**src/rtl/onebit_pkg.sv**
```systemverilog
// Shared definitions for the 1-bit CPU program memory.
//   progmem_state_t : loader state (LOAD, RUN, ERR)
//   ONEBIT_ADDR_W   : default fetch address width shared by CPU and memory
package onebit_pkg;

    typedef enum logic [1:0] {
        LOAD = 2'd0,
        RUN  = 2'd1,
        ERR  = 2'd2
    } progmem_state_t;

    localparam int ONEBIT_ADDR_W = 1;

endpackage

```
**src/rtl/onebit_progmem.sv**
```systemverilog
// Program memory for the 1-bit CPU.
// A serial image is streamed in over a valid/ready interface. Once it is
// complete the CPU is released from reset and its fetches are answered
// combinationally.
//
// Optional build macro: ONEBIT_PROGMEM_PARITY_EN. When it is defined, the
// image carries one trailing parity bit. That bit must equal the XOR of all
// program bits, and a mismatch parks the block in ERR.
//
// Ports:
//   clock       in   system clock, rising edge
//   reset       in   synchronous active-high reset
//   addr        in   CPU fetch address [ADDR_W-1:0]
//   data        out  instruction bit at addr (0 unless RUN)
//   load_valid  in   host offers load_bit
//   load_bit    in   serial image bit, address 0 first
//   load_ready  out  bit is accepted this cycle
//   reload      in   discard image and restart loading
//   cpu_run     out  image valid, CPU released from reset
//   load_err    out  parity failure (0 when parity is not built in)
//
// state | meaning
// LOAD  | accepting image bits, CPU held in reset, data forced to NOP
// RUN   | image resident, fetches served from memory
// ERR   | parity mismatch, CPU held in reset until reload/reset
module onebit_progmem
    import onebit_pkg::*;
#(
    parameter int ADDR_W = ONEBIT_ADDR_W
) (
    input  logic              clock,
    input  logic              reset,
    input  logic [ADDR_W-1:0] addr,
    output logic              data,
    input  logic              load_valid,
    input  logic              load_bit,
    output logic              load_ready,
    input  logic              reload,
    output logic              cpu_run,
    output logic              load_err
);

    localparam int DEPTH = 2**ADDR_W;
    localparam logic [ADDR_W:0] WPTR_LAST = (ADDR_W+1)'(DEPTH - 1);
`ifdef ONEBIT_PROGMEM_PARITY_EN
    localparam logic [ADDR_W:0] WPTR_PAR  = (ADDR_W+1)'(DEPTH);
`endif

    progmem_state_t    state_q, state_d;
    logic [ADDR_W:0]   wptr_q, wptr_d;
    logic [DEPTH-1:0]  mem_q, mem_d;
    logic              xfer;
`ifdef ONEBIT_PROGMEM_PARITY_EN
    logic              xor_q, xor_d;
`endif

    assign load_ready = (state_q == LOAD);
    assign cpu_run    = (state_q == RUN);
    assign data       = (state_q == RUN) ? mem_q[addr] : 1'b0;
    assign xfer       = load_valid && load_ready;
`ifdef ONEBIT_PROGMEM_PARITY_EN
    assign load_err   = (state_q == ERR);
`else
    assign load_err   = 1'b0;
`endif

    always_comb begin
        state_d = state_q;
        wptr_d  = wptr_q;
        mem_d   = mem_q;
`ifdef ONEBIT_PROGMEM_PARITY_EN
        xor_d   = xor_q;
`endif
        // reload takes priority over a transfer in the same cycle, so the
        // offered bit is dropped and the pointer restarts at 0
        if (reload) begin
            state_d = LOAD;
            wptr_d  = '0;
`ifdef ONEBIT_PROGMEM_PARITY_EN
            xor_d   = 1'b0;
`endif
        end else if (xfer) begin
`ifdef ONEBIT_PROGMEM_PARITY_EN
            if (wptr_q == WPTR_PAR) begin
                state_d = (load_bit == xor_q) ? RUN : ERR;
            end else begin
                mem_d[wptr_q[ADDR_W-1:0]] = load_bit;
                xor_d  = xor_q ^ load_bit;
                wptr_d = wptr_q + 1'b1;
            end
`else
            mem_d[wptr_q[ADDR_W-1:0]] = load_bit;
            wptr_d = wptr_q + 1'b1;
            if (wptr_q == WPTR_LAST) begin
                state_d = RUN;
            end
`endif
        end
    end

    always_ff @(posedge clock) begin
        if (reset) begin
            state_q <= LOAD;
            wptr_q  <= '0;
            mem_q   <= '0;
`ifdef ONEBIT_PROGMEM_PARITY_EN
            xor_q   <= 1'b0;
`endif
        end else begin
            state_q <= state_d;
            wptr_q  <= wptr_d;
            mem_q   <= mem_d;
`ifdef ONEBIT_PROGMEM_PARITY_EN
            xor_q   <= xor_d;
`endif
        end
    end

endmodule

```
**config.mk**
```make
export PLATFORM = sky130hd
export DESIGN_NAME = onebit_progmem
export DESIGN_NICKNAME = d
export VERILOG_FILES = /design/src/rtl/onebit_pkg.sv /design/src/rtl/onebit_progmem.sv
export SDC_FILE = /design/constraint.sdc
export NUM_CORES = 1
export LEC_CHECK = 0
export ABC_CLOCK_PERIOD_IN_PS = 1100
export CAP_MARGIN = 5
export CORE_AREA = 2 2 39 41
export DETAILED_ROUTE_END_ITERATION = 8
export DIE_AREA = 0 0 41 43
export HOLD_SLACK_MARGIN = 0.06
export PLACE_DENSITY = 0.49
export SYNTH_ARGS = -nofsm -noshare
export SYNTH_HDL_FRONTEND = slang
export SYNTH_SLANG_ARGS = --single-unit
```
**constraint.sdc**
```tcl
create_clock -name clock -period 1.1 [get_ports clock]
set_input_delay 0.33 -clock clock [delete_from_list [all_inputs] [get_ports clock]]
set_output_delay 0.33 -clock clock [all_outputs]
set_load 0.05 [all_outputs]
```
* Yosys cells after proc, flatten, opt, wreduce, memory -nomap -nowiden *
Cells that the tools add are included.

word-level totals
  register bits after elaboration = 5
  input bits = 6
  output and inout bits = 4

cells by class
  add/subtract/negate cells = 1
  order comparisons = 3
  eq/ne operators = 1
  multiplexer cells = 6
  bitwise gates (word level) = 1
  reduce and logical (&&, ||, !) cells = 6

operator list
  operator             number
  $lt 1x2->1 const B   2
  $mux 1               4
  $reduce_and 2->1     2
  $add 2x1->2 const B  1
  $bwmux 2             1
  $eq 2x1->1 const B   1
  $logic_and 1x1->1    2
  $logic_not 2->1      1
  $reduce_or 2->1      1
  $demux 1 s1          1
  $ge 1x1->1 const B   1
  $not 1->1            1

* Longest topological paths before layout *
  depth in word-level cells = 5
  depth in mapped cells = 4
  mapped depth without buffers = 4

* Least setup slack after synthesis *
OpenSTA, ideal clock, no wires.

  kind = reg2out
  from = reg state_q[0]
  to = out data
  data arrival time = 1.808 ns
  path slack = -1.038 ns
  cell stages (with the launch flop) = 3
  path buffers = 0
  path through = dfxtp_1 -> inv_1 -> nor2_1

on the way
  word-level cells in the longest chain between the ends = 1

ends and longest elaborated chain
  element                 line                   RTL
  from (decl)             onebit_progmem.sv:49   progmem_state_t state_q, state_d;
  from (signal assigned)  onebit_progmem.sv:110  state_q <= state_d;
  $mux 1                  onebit_progmem.sv:59   assign data = (state_q == RUN) ? mem_q[addr] : 1'b0;
  to (decl)               onebit_progmem.sv:34   output logic data,

No other way between the ends.

* Worst setup path in the final report *
  from = in addr
  to = out data

on the way
  word-level cells in the longest chain between the ends = 3

ends and longest elaborated chain
  element                                     line                  RTL
  from (decl)                                 onebit_progmem.sv:33  input logic [ADDR_W-1:0] addr,
  $mux 1 (implied by the code) (2 in series)  onebit_progmem.sv:59
  $mux 1                                      onebit_progmem.sv:59

No other way between the ends. The select of a mux whose other input is x is not followed.

==> impl_metrics.yaml <==
grt:
  grt_max_degree: 5
  grt_overflow: 0
  grt_pass1_wl_um: 1030
  antenna_found_initial: 0
  grt_pass1_vias: 265
  grt_use_total_pct: 8.94
critical_path:
  slowest_stage: "mux2i_2"
  critical_path.top_delay_family: "buffers and inverters"
  worstPathCellList: "clkdlybuf4s15_2, mux2i_2, nor2_4, buf_8"
  worstPathArrival_ns: 1.00
  critPathKind: "input pin to output port"
  worstPathMaxFanout: 1
  r2r_setup_slack_ns: -0.02
  required_ns: 0.77
  start_kind: "input pin"
  path_depth: 4
  reg2reg_depth: 4
  slowest_delay_ns: 0.26
  endpoint_kind: "output port"
  crit_buf_inv: 2
  r2r_start: "state_q[0]"
  worst_r2r_endpoint: "mem_q[1]"
finish:
  stdcell_count: 59
  post-route-util_pct: 36.3
  final_area_um2: 503
  final_nets: 51
  insertedDiodeCount: 0
  fillers: 147
  drive_gt1_share_pct: 60.5
  syn2layout_area_growth_pct: 105
pwr:
  powerDensity_nw_per_um2: 1000
  leakagePower_nw: 0.195
  intPower_w: 0.000379
  p_sw_w: 0.000125
  seqPwrFrac_pct: 38.4
  p_total_w: 0.000504
  switching_share_pct: 24.8
  p_clk_share_pct: 41.4
  combinationalPowerShare_pct: 20.3
  irDropWorstVdd_mv: 0.532
clock_network:
  cts.sinks: 5
  htreeDepth: 1
  cts_buffers: 3
  clk_latency_ns: 0.24
  clockRootBuffer: "clkbuf_4"
  cts_buffer_depth: 2
  clk_transition_reported_paths_ns: 0.04
  ctsHoldBuffers: 0
  cts_tree: "yes"
detailed_routing:
  viasPerCell: 3.97
  wl_per_cell_um: 10.4
  first_pass_iters: 1
  via_count: 234
  detail-route-antenna-nets: 0
  drt_wl_total_um: 615
  drt-initial-drc-count: 0
  route.detailed.drc: 0
floorplan:
  start_util_pct: 17.7
  ios: 10
  die_area_um2: 1760
  die_x_um: 41
  core_area_um2: 1380
  row_count: 14
  fp.dieH_um: 43
yosys:
  avgSynthCellArea_um2: 9.81
  yosysSeqAreaShare_pct: 40.8
  synth-seq-cells: 5
  syn-cell-area_um2: 245
  syn_nets: 32
  synth_top_area_share_pct: 40.8
  synth_cell_types: 14
  yosysWarnings: 0
  synth_area_leaders: "dfxtp_1 (41%), mux2i_1 (12%), a2111oi_2 (6.1%), nor2_1 (6.1%), and4bb_2 (5.1%)"
  synthCells: 25
  yosysTopAreaCell: "dfxtp_1"
worst_hold_path:
  hold_class: "register to register"
  hold_path_end: "mem_q[0]"
  hold_path_depth: 2
  hold_path_startpoint: "mem_q[0]"
placement:
  dpl-instance-area_um2: 410
  numPlacedInstances: 53
  place_congestion: 0.616
  port_buffers: 8
  hpwlAfterDp_um: 485
sta:
  fin_ws_ns: -0.233
  setup_viol: 5
  fin_crit_sh_pct: 121
  hold_viol: 0
  slew_viol_final: 0
  rsz0062_at_grt: "yes"
  fmax_ghz: 0.750
  fin_crit_ns: 1.33
  finClkSkew_ns: 0.00461
status:
  status: "finished, violations left"
  violations: "negative setup slack"
job:
  timing.max_cap.violations: 0
worst max path at each step:
stage	startpoint	to	slack, ns
2_1_floorplan	state_q[0]	data	-0.35
3_3_place_gp	addr	data	-0.56
3_5_place_dp	addr	data	-0.57
4_1_cts	state_q[0]	data	-0.23
5_1_grt	state_q[0]	data	-0.28
6_report	addr	data	-0.23
power groups by stage:
stage	logic (W)	registers (W)	clock network, W
global placement	0.0000820	0.000194	0
finish	0.000102	0.000193	0.000209
floorplan	0.0000397	0.000196	0
global route	0.000109	0.000194	0.000241
detailed placement	0.0000849	0.000195	0
CTS	0.0000864	0.000192	0.000221
repair_timing:
item / in CTS / in global routing
buffers inserted: 1 / 1
pin swaps: 2 / 2
resized for setup: 9 / 6
setup endpoints to repair: 7 / 6
cells in the mapped netlist, drive strengths merged:
cell / number
ha: 1
nor4b: 1
a21oi: 1
dfxtp: 5
xnor2: 1
conb: 1
inv: 2
nor2: 4
mux2i: 3
and4bb: 1
and2b: 1
buf: 1
nor3: 2
a2111oi: 1
logic make-up after synthesis:
logic type,count (synthesis),share of synthesized area (%)
XOR/XNOR,1,3.57
flip-flops,5,40.8
AO/OA/AOI/OAI,2,8.16
multiplexers,3,12.2
other,1,1.53
adder cells (fa/ha/maj),1,5.10
buffers and inverters,3,6.12
AND/OR/NAND/NOR,9,22.4
metrics by stage:
stage	hold slack, ns	setup TNS (ns)	setup WS [ns]
CTS	0.531	-0.672	-0.230
detailed placement	0.500	-2.25	-0.568
finish	0.516	-0.605	-0.233
global route	0.534	-0.834	-0.285
global placement	0.481	-2.15	-0.556
floorplan	0.397	-0.360	-0.345
placed cells by master (no fill, tap or decap), drive strengths merged:
master,count
clkdlybuf4s50,2
mux2i,3
clkbuf,4
ha,1
clkdlybuf4s15,1
dfxtp,5
dlygate4sd2,2
xnor2,1
a2111oi,1
conb,1
and4bb,1
nor2,4
nor3,2
clkinvlp,1
a21oi,1
nor4b,1
and2b,1
buf,10
inv,1
final cells by class:
class                      instances  area, um^2  area share (%)
multi-input combinational         17         179            35.6
inverter                           2        11.3            2.24
clock buffer                       4        26.3            5.22
sequential                         5         106            21.1
tap                               16        20.0            3.98
timing repair buffer              15         160            31.8
tightest hold or removal path: cells and delay by family, from the launching register on:
kind / cells / cell delay [ns]
multiplexers: 1 / 0.07
flip-flops: 1 / 0.33
AND/OR/NAND/NOR: 1 / 0.08
routing by layer:
layer,up-vias,global-route usage [%],routed length [um]
met3,0,1.05,50
met1,105,8.06,209
met2,9,14.7,355
met5,-,0,0
met4,0,10.0,0
li1,120,-,-
sequential cells by signal, summed over array words and instances, names as in the netlist:
name and cells:
wptr_q 2, mem_q 2, state_q 1
(Power assumes the default switching activity.)
